[src/rtl/vending_pkg.sv]
// Shared types and constant tables for the vending controller.
// Product prices and the hex-to-7-segment decode live here.
package vending_pkg;

    typedef enum logic [1:0] {
        IDLE,
        SELECTED,
        DISPENSE,
        REFUND
    } state_t;

    localparam int MAX_PROD = 8;

    // Entry i is the price of product i
    localparam logic [MAX_PROD-1:0][3:0] COST = {
        4'd8, 4'd9, 4'd2, 4'd6,
        4'd4, 4'd7, 4'd5, 4'd3
    };

    // Active-low segments {g,f,e,d,c,b,a}, entry i shows hex digit i
    localparam logic [15:0][6:0] SEG7 = {
        7'b0001110,  // F
        7'b0000110,  // E
        7'b0100001,  // d
        7'b1000110,  // C
        7'b0000011,  // b
        7'b0001000,  // A
        7'b0010000,  // 9
        7'b0000000,  // 8
        7'b1111000,  // 7
        7'b0000010,  // 6
        7'b0010010,  // 5
        7'b0011001,  // 4
        7'b0110000,  // 3
        7'b0100100,  // 2
        7'b1111001,  // 1
        7'b1000000   // 0
    };

    function automatic logic [3:0] cost_of(input logic [2:0] idx);
        return COST[idx];
    endfunction

    function automatic logic [6:0] hex_seg(input logic [3:0] v);
        return SEG7[v];
    endfunction

endpackage

[src/rtl/vending_controller_btn_sync_edge.sv]
// Multi-stage synchroniser plus falling-edge detect for active-low pins.
// Reset forces every stage to the released (high) level.
module btn_sync_edge #(
    parameter int W           = 1,
    parameter int SYNC_STAGES = 2
) (
    input  logic         clk,
    input  logic         rst,
    input  logic [W-1:0] pin_n,
    output logic [W-1:0] fall
);

    logic [SYNC_STAGES-1:0][W-1:0] sync_q, sync_d;
    logic [W-1:0]                  prev_q, prev_d;

    always_comb begin
        sync_d = {sync_q[SYNC_STAGES-2:0], pin_n};
        prev_d = sync_q[SYNC_STAGES-1];
        fall   = prev_q & ~sync_q[SYNC_STAGES-1];
    end

    always_ff @(posedge clk or posedge rst) begin
        if (rst) begin
            sync_q <= '1;
            prev_q <= '1;
        end else begin
            sync_q <= sync_d;
            prev_q <= prev_d;
        end
    end

endmodule

[src/rtl/vending_controller.sv]
// Vending controller: selection lock, coin credit, dispense/change, refund.
// All outputs come straight from flops.
module vending_controller
    import vending_pkg::*;
#(
    parameter int N_PROD      = 4,
    parameter int CREDIT_W    = 4,
    parameter int TIMEOUT     = 50_000_000,
    parameter int SYNC_STAGES = 2
) (
    input  logic                clk,
    input  logic                rst,
    input  logic [N_PROD-1:0]   btn,
    input  logic                cancel_n,
    input  logic                coin_valid,
    input  logic [CREDIT_W-1:0] coin_value,
    output logic [N_PROD-1:0]   led,
    output logic [6:0]          display,
    output logic                dispense,
    output logic                change_valid,
    output logic [CREDIT_W-1:0] change_value,
    output logic                coin_reject
);

    localparam int IDX_W = (N_PROD > 1) ? $clog2(N_PROD) : 1;
    localparam int TMO_W = $clog2(TIMEOUT);
    localparam int SUM_W = ((CREDIT_W > 4) ? CREDIT_W : 4) + 1;

    localparam logic [SUM_W-1:0] MAX_CREDIT = SUM_W'((1 << CREDIT_W) - 1);
    localparam logic [TMO_W-1:0] TMO_LAST   = TMO_W'(TIMEOUT - 1);

    logic [N_PROD:0] fall;

    btn_sync_edge #(
        .W          (N_PROD + 1),
        .SYNC_STAGES(SYNC_STAGES)
    ) u_sync (
        .clk  (clk),
        .rst  (rst),
        .pin_n({cancel_n, btn}),
        .fall (fall)
    );

    state_t                state_q, state_d;
    logic [CREDIT_W-1:0]   credit_q, credit_d;
    logic [IDX_W-1:0]      sel_q, sel_d;
    logic [TMO_W-1:0]      tmo_q, tmo_d;
    logic [N_PROD-1:0]     led_q, led_d;
    logic [6:0]            disp_q, disp_d;
    logic                  dispense_q, dispense_d;
    logic                  chg_v_q, chg_v_d;
    logic [CREDIT_W-1:0]   chg_q, chg_d;
    logic                  reject_q, reject_d;

    logic                  btn_hit;
    logic                  cancel_hit;
    logic [IDX_W-1:0]      btn_idx;
    logic [IDX_W-1:0]      idx_sel;
    logic                  coin_ok;
    logic [SUM_W-1:0]      base;
    logic [SUM_W-1:0]      sum;
    logic [SUM_W-1:0]      avail;
    logic [SUM_W-1:0]      cost_now;
    logic [SUM_W-1:0]      owed;

    // Lowest-index button wins when several edges land together
    always_comb begin
        btn_hit = |fall[N_PROD-1:0];
        btn_idx = '0;
        for (int i = N_PROD - 1; i >= 0; i--) begin
            if (fall[i]) btn_idx = IDX_W'(i);
        end
    end

    always_comb begin
        state_d    = state_q;
        sel_d      = sel_q;
        led_d      = led_q;
        tmo_d      = '0;
        dispense_d = 1'b0;
        chg_v_d    = 1'b0;
        chg_d      = '0;
        cancel_hit = fall[N_PROD];

        // Credit is being paid out this cycle, so a new coin starts from zero
        base     = (state_q == DISPENSE || state_q == REFUND)
                 ? '0 : SUM_W'(credit_q);
        sum      = base + SUM_W'(coin_value);
        coin_ok  = coin_valid && (sum <= MAX_CREDIT);
        reject_d = coin_valid && !coin_ok;
        avail    = coin_ok ? sum : base;
        credit_d = CREDIT_W'(avail);

        idx_sel  = (state_q == IDLE) ? btn_idx : sel_q;
        cost_now = SUM_W'(cost_of(3'(idx_sel)));

        unique case (state_q)
            IDLE: begin
                if (btn_hit) begin
                    sel_d   = btn_idx;
                    led_d   = ~(N_PROD'(1) << btn_idx);
                    state_d = (avail >= cost_now) ? DISPENSE : SELECTED;
                end else if (cancel_hit && avail != '0) begin
                    state_d = REFUND;
                end
            end
            SELECTED: begin
                if (avail >= cost_now) begin
                    state_d = DISPENSE;
                end else if (cancel_hit
                             || (!coin_valid && tmo_q == TMO_LAST)) begin
                    state_d = REFUND;
                end else if (!coin_valid) begin
                    tmo_d = tmo_q + TMO_W'(1);
                end
            end
            default: begin
                led_d   = '1;
                state_d = IDLE;
            end
        endcase

        if (state_d == DISPENSE) begin
            dispense_d = 1'b1;
            chg_v_d    = avail > cost_now;
            chg_d      = chg_v_d ? CREDIT_W'(avail - cost_now) : '0;
        end else if (state_d == REFUND) begin
            chg_v_d = 1'b1;
            chg_d   = credit_d;
        end

        owed = cost_now - avail;
        if (state_d == SELECTED) begin
            disp_d = hex_seg(4'(owed));
        end else begin
            disp_d = hex_seg(4'(credit_d));
        end
    end

    always_ff @(posedge clk or posedge rst) begin
        if (rst) begin
            state_q    <= IDLE;
            credit_q   <= '0;
            sel_q      <= '0;
            tmo_q      <= '0;
            led_q      <= '1;
            disp_q     <= SEG7[0];
            dispense_q <= 1'b0;
            chg_v_q    <= 1'b0;
            chg_q      <= '0;
            reject_q   <= 1'b0;
        end else begin
            state_q    <= state_d;
            credit_q   <= credit_d;
            sel_q      <= sel_d;
            tmo_q      <= tmo_d;
            led_q      <= led_d;
            disp_q     <= disp_d;
            dispense_q <= dispense_d;
            chg_v_q    <= chg_v_d;
            chg_q      <= chg_d;
            reject_q   <= reject_d;
        end
    end

    assign led          = led_q;
    assign display      = disp_q;
    assign dispense     = dispense_q;
    assign change_valid = chg_v_q;
    assign change_value = chg_q;
    assign coin_reject  = reject_q;

endmodule

[config.mk]
export PLATFORM = sky130hd
export DESIGN_NAME = vending_controller
export DESIGN_NICKNAME = d
export VERILOG_FILES = /design/src/rtl/vending_pkg.sv /design/src/rtl/vending_controller_btn_sync_edge.sv /design/src/rtl/vending_controller.sv
export SDC_FILE = /design/constraint.sdc
export NUM_CORES = 1
export LEC_CHECK = 0
export ABC_AREA = 1
export BUFFER_PORTS_ARGS = -buffer_cell sky130_fd_sc_hd__clkbuf_2
export CAP_MARGIN = 5
export CORE_MARGIN = 10
export CORE_UTILIZATION = 50
export CTS_CLUSTER_DIAMETER = 30
export DETAILED_ROUTE_END_ITERATION = 12
export PLACE_DENSITY = 0.77
export SKIP_LAST_GASP = 1
export SYNTH_ARGS = -nofsm -noshare
export SYNTH_HDL_FRONTEND = slang
export SYNTH_HIERARCHICAL = 1
export SYNTH_SLANG_ARGS = --single-unit
[constraint.sdc]
create_clock -name clk -period 3.47 [get_ports clk]
set_clock_uncertainty 0.2 [all_clocks]
set_input_delay 0.694 -clock clk [delete_from_list [all_inputs] [get_ports clk]]
set_output_delay 0.694 -clock clk [all_outputs]
set_load 0.03 [all_outputs]
==> impl_metrics.py <==
metrics = {
    "yosys": {
        "synth_fa_ha_area_share_pct": 8.01,
        "synth_edf_count": 0,
        "synthSimpleGateAreaFrac_pct": 31.4,
        "ys_seq_area_share_pct": 41.6,
        "synth_xor_area_share_pct": 2.57,
        "ys_types": 47,
        "ys_seq_elements": 67,
        "async_flop_share_pct": 100,
        "synth_top_area_share_pct": 28.8,
        "avgSynthCellArea_um2": 8.21,
        "synth_top_area_cell": "dfrtp_1",
        "syn-num-nets": 535,
        "netlist_area_mm2": 0.00409,
        "synth_ff_type": "dfrtp_1",
        "synthTopCellsByArea": "dfrtp_1 29%, dfstp_2 13%, nand2_1 10%",
        "synth_top_family_by_area": "simple AND/OR/NAND/NOR gates",
        "synth_compound_area_share_pct": 7.89,
        "yosys_warnings": 6,
        "synthMuxAreaShare_pct": 0,
        "netlist_instances": 498,
    },
    "final_layout": {
        "area_growth_syn_to_layout_pct": 21.4,
        "fin_cells": 676,
        "nNetsFinal": 606,
        "num_antenna_cells": 0,
        "utilization_pct": 63.3,
        "postLayoutCellArea_mm2": 0.00496,
        "drive_gt1_share_pct": 30.7,
    },
    "setup_path": {
        "path_class": "register to register",
        "r2r-start": "state_q[1]",
        "required_ps": 3490,
        "path_cells": "inv_2 -> nand2_1 -> inv_2 -> ha_1 -> buf_4 -> inv_1 -> nand3_1 -> nand2_2 -> nand3_2 -> nand2_4 -> clkinv_1 -> ha_1 -> a21oi_1 -> inv_1 -> nor2_4 -> buf_4 -> nand4_4 -> nand2_4 -> nand2_8 -> o21ai_0 -> nand2_1",
        "worst-path-max-fanout": 11,
        "crit_family": "simple AND/OR/NAND/NOR gates",
        "worstPathArrival_ps": 3350,
        "rrSetupSlack_ps": 150,
        "cpPeakStageDelay_ps": 460,
        "end_kind": "register",
        "cp-start-kind": "register",
        "crit_slowest_cell": "dfrtp_2",
        "rr_endpoint": "display[1]",
        "path_buf_inv": 7,
        "rr_worst_depth": 21,
    },
    "sta": {
        "fin_crit_ps": 3330,
        "fmax_mhz": 301,
        "hold_ws_ps": 157,
        "setup_viol": 0,
        "relSlewSlack_pct": 27.5,
        "grt_setup_unrepaired": "yes",
        "tightest_slew_ps": 1090,
        "finalMaxSlewViolations": 0,
        "tns_ps": 0,
        "hold_viol": 0,
        "post-route-period-util_pct": 95.8,
    },
    "global_route": {
        "grt_overflow": 0,
        "grt_max_degree": 53,
        "grt_pass1_vias": 3393,
        "grt_pass1_wl_mm": 15.4,
        "grt_usage_pct": 14.5,
        "antenna_found_initial": 0,
    },
    "die": {
        "core_mm2": 0.00785,
        "die_y_um": 110,
        "io_pins": 30,
        "die_area_mm2": 0.0122,
        "core.rowCount": 32,
        "initial_utilization_pct": 52.1,
        "die_x_um": 110,
    },
    "status": {
        "status": "finished, final reports clean",
    },
    "pwr": {
        "p_seq_share_pct": 18.4,
        "power_density_mw_per_mm2": 1090,
        "internal_power_mw": 2.81,
        "leakagePower_nw": 2.35,
        "ir_worst_vdd_mv": 0.598,
        "pwr-share-clk_pct": 13.2,
        "power.switching_mw": 2.62,
        "switching_share_pct": 48.3,
        "combPwrFrac_pct": 68.4,
    },
    "cts": {
        "cts_root_buffer": "clkbuf_8",
        "h-tree-depth": 3,
        "cts_buffers": 9,
        "tritoncts": "yes",
        "clock-sinks": 67,
        "clkTransAtPathRegs_ps": 80,
        "cts_buffer_depth": 2,
        "clkLatencyLatePin_ps": 340,
    },
    "placement": {
        "globalplace.congestion": 0.867,
        "detailedPlacementHpwl_mm": 6.67,
        "place_inst": 655,
        "placed_cell_area_mm2": 0.00458,
        "portBuffers": 29,
    },
    "routing": {
        "num_vias": 3436,
        "wl_per_cell_um": 13.4,
        "drt_iter0_drc": 223,
        "drc": 0,
        "ant_nets": 0,
        "via_per_inst": 5.08,
        "firstDrtPassIters": 5,
        "drt-total-wl_mm": 9.08,
    },
    "run": {
        "max-cap-violations": 0,
    },
    "hold_path": {
        "worstHoldStart": "u_sync/sync_d[9]",
        "holdPathStages": 0,
        "min_path_type": "register to register",
        "min_to": "u_sync/prev_d[4]",
    },
}
## cell type report
type                       count  area [µm²]
fill                         648        2880
multi-input combinational    348        2170
sequential                    67        1700
timing repair buffer          66         452
inverter                      77         295
clock buffer                  12         145
tap                          102         128
clock inverter                 4        73.8
## worst max path at each step
| stage | startpoint | to | slack (ps) | depth (start not counted) |
|---|---|---|---|---|
| after CTS | state_q[1] | display[5] | 50 | 20 |
| after floorplan | coin_value[1] | display[3] | 5 | 20 |
| after global routing | state_q[1] | display[3] | -30 | 20 |
| after global placement | coin_value[1] | display[3] | -90 | 22 |
| final | state_q[1] | display[1] | 150 | 21 |
| after detailed placement | coin_value[1] | display[0] | -190 | 24 |
## what timing repair did
action	4_1_cts	5_1_grt
gates resized for setup	0	29
endpoints found under the setup margin	0	34
hold buffers	0	0
setup buffers	0	5
## power groups by stage
stage / Sequential, mW / Combinational (mW) / Clock, mW
floorplan: 1.15 / 2.22 / 0
global placement: 1.01 / 3.21 / 0
detailed placement: 1.01 / 3.32 / 0
CTS: 0.994 / 3.35 / 0.741
global route: 1.02 / 4.09 / 0.769
finish: 1.00 / 3.71 / 0.718
## metal layers
layer	vias up	track usage, %	part of all wire, %
met5	-	0	0
met4	0	4.92	2.2
met3	20	4.11	5.6
met2	89	23.0	47
met1	1602	18.3	45
li1	1725	-	-
## synth_stat cells (all sizes together), types with 2 or more instances
cell,number
nor2,71
nand4,9
a21oi,11
nand2,127
fa,2
nor3,11
dfrtp,47
clkinv,2
nor3b,4
ha,23
a31oi,2
buf,5
nor4,3
o22ai,4
dfstp,20
xnor2,3
nand3,31
o21ai,29
inv,75
xor2,9
## layout by cell type, fill, tap and decap left out, types with 2 or more instances in the layout
cell and instances:
a21oi_1 8, a21oi_2 2, a31oi_1 2, buf_12 2
buf_4 34, bufinv_16 2, clkbuf_1 2, clkbuf_2 29
clkbuf_8 10, dfrtp_1 46, dfstp_2 20, fa_1 2
ha_1 19, ha_4 4, inv_1 62, inv_2 12
nand2_1 108, nand2_2 14, nand2_4 4, nand3_1 25
nand3_2 4, nand3_4 2, nand4_1 8, nor2_1 55
nor2_2 8, nor2_4 6, nor2_8 2, nor3_1 7
nor3_2 4, nor3b_1 2, nor3b_2 2, nor4_1 2
o21ai_0 21, o21ai_1 5, o21ai_2 2, o22ai_1 4
xnor2_1 3, xor2_1 9
## state kept, by name, indices dropped and copies added (netlist names)
register,count
change_valid,1
change_value,4
coin_reject,1
credit_q,4
dispense,1
display,7
led,4
sel_q,2
state_q,2
tmo_q,26
u_sync/prev_d,5
u_sync/prev_q,5
u_sync/sync_d,5
## cell families after synthesis
family | Yosys count
buffers and inverters | 83
xor gates and xnor gates | 12
adders and majority gates | 25
DFF | 67
and+or+nand+nor | 257
AOI/OAI and AO/OA | 54
## metrics by stage
step | setup slack [ps] | power (mW)
3_3_place_gp | -94.5 | 4.22
2_1_floorplan | 4.91 | 3.37
6_report | 145 | 5.43
4_1_cts | 52.7 | 5.09
3_5_place_dp | -194 | 4.32
5_1_grt | -26.5 | 5.88
Note: power is estimated with default switching activity, not from simulation.
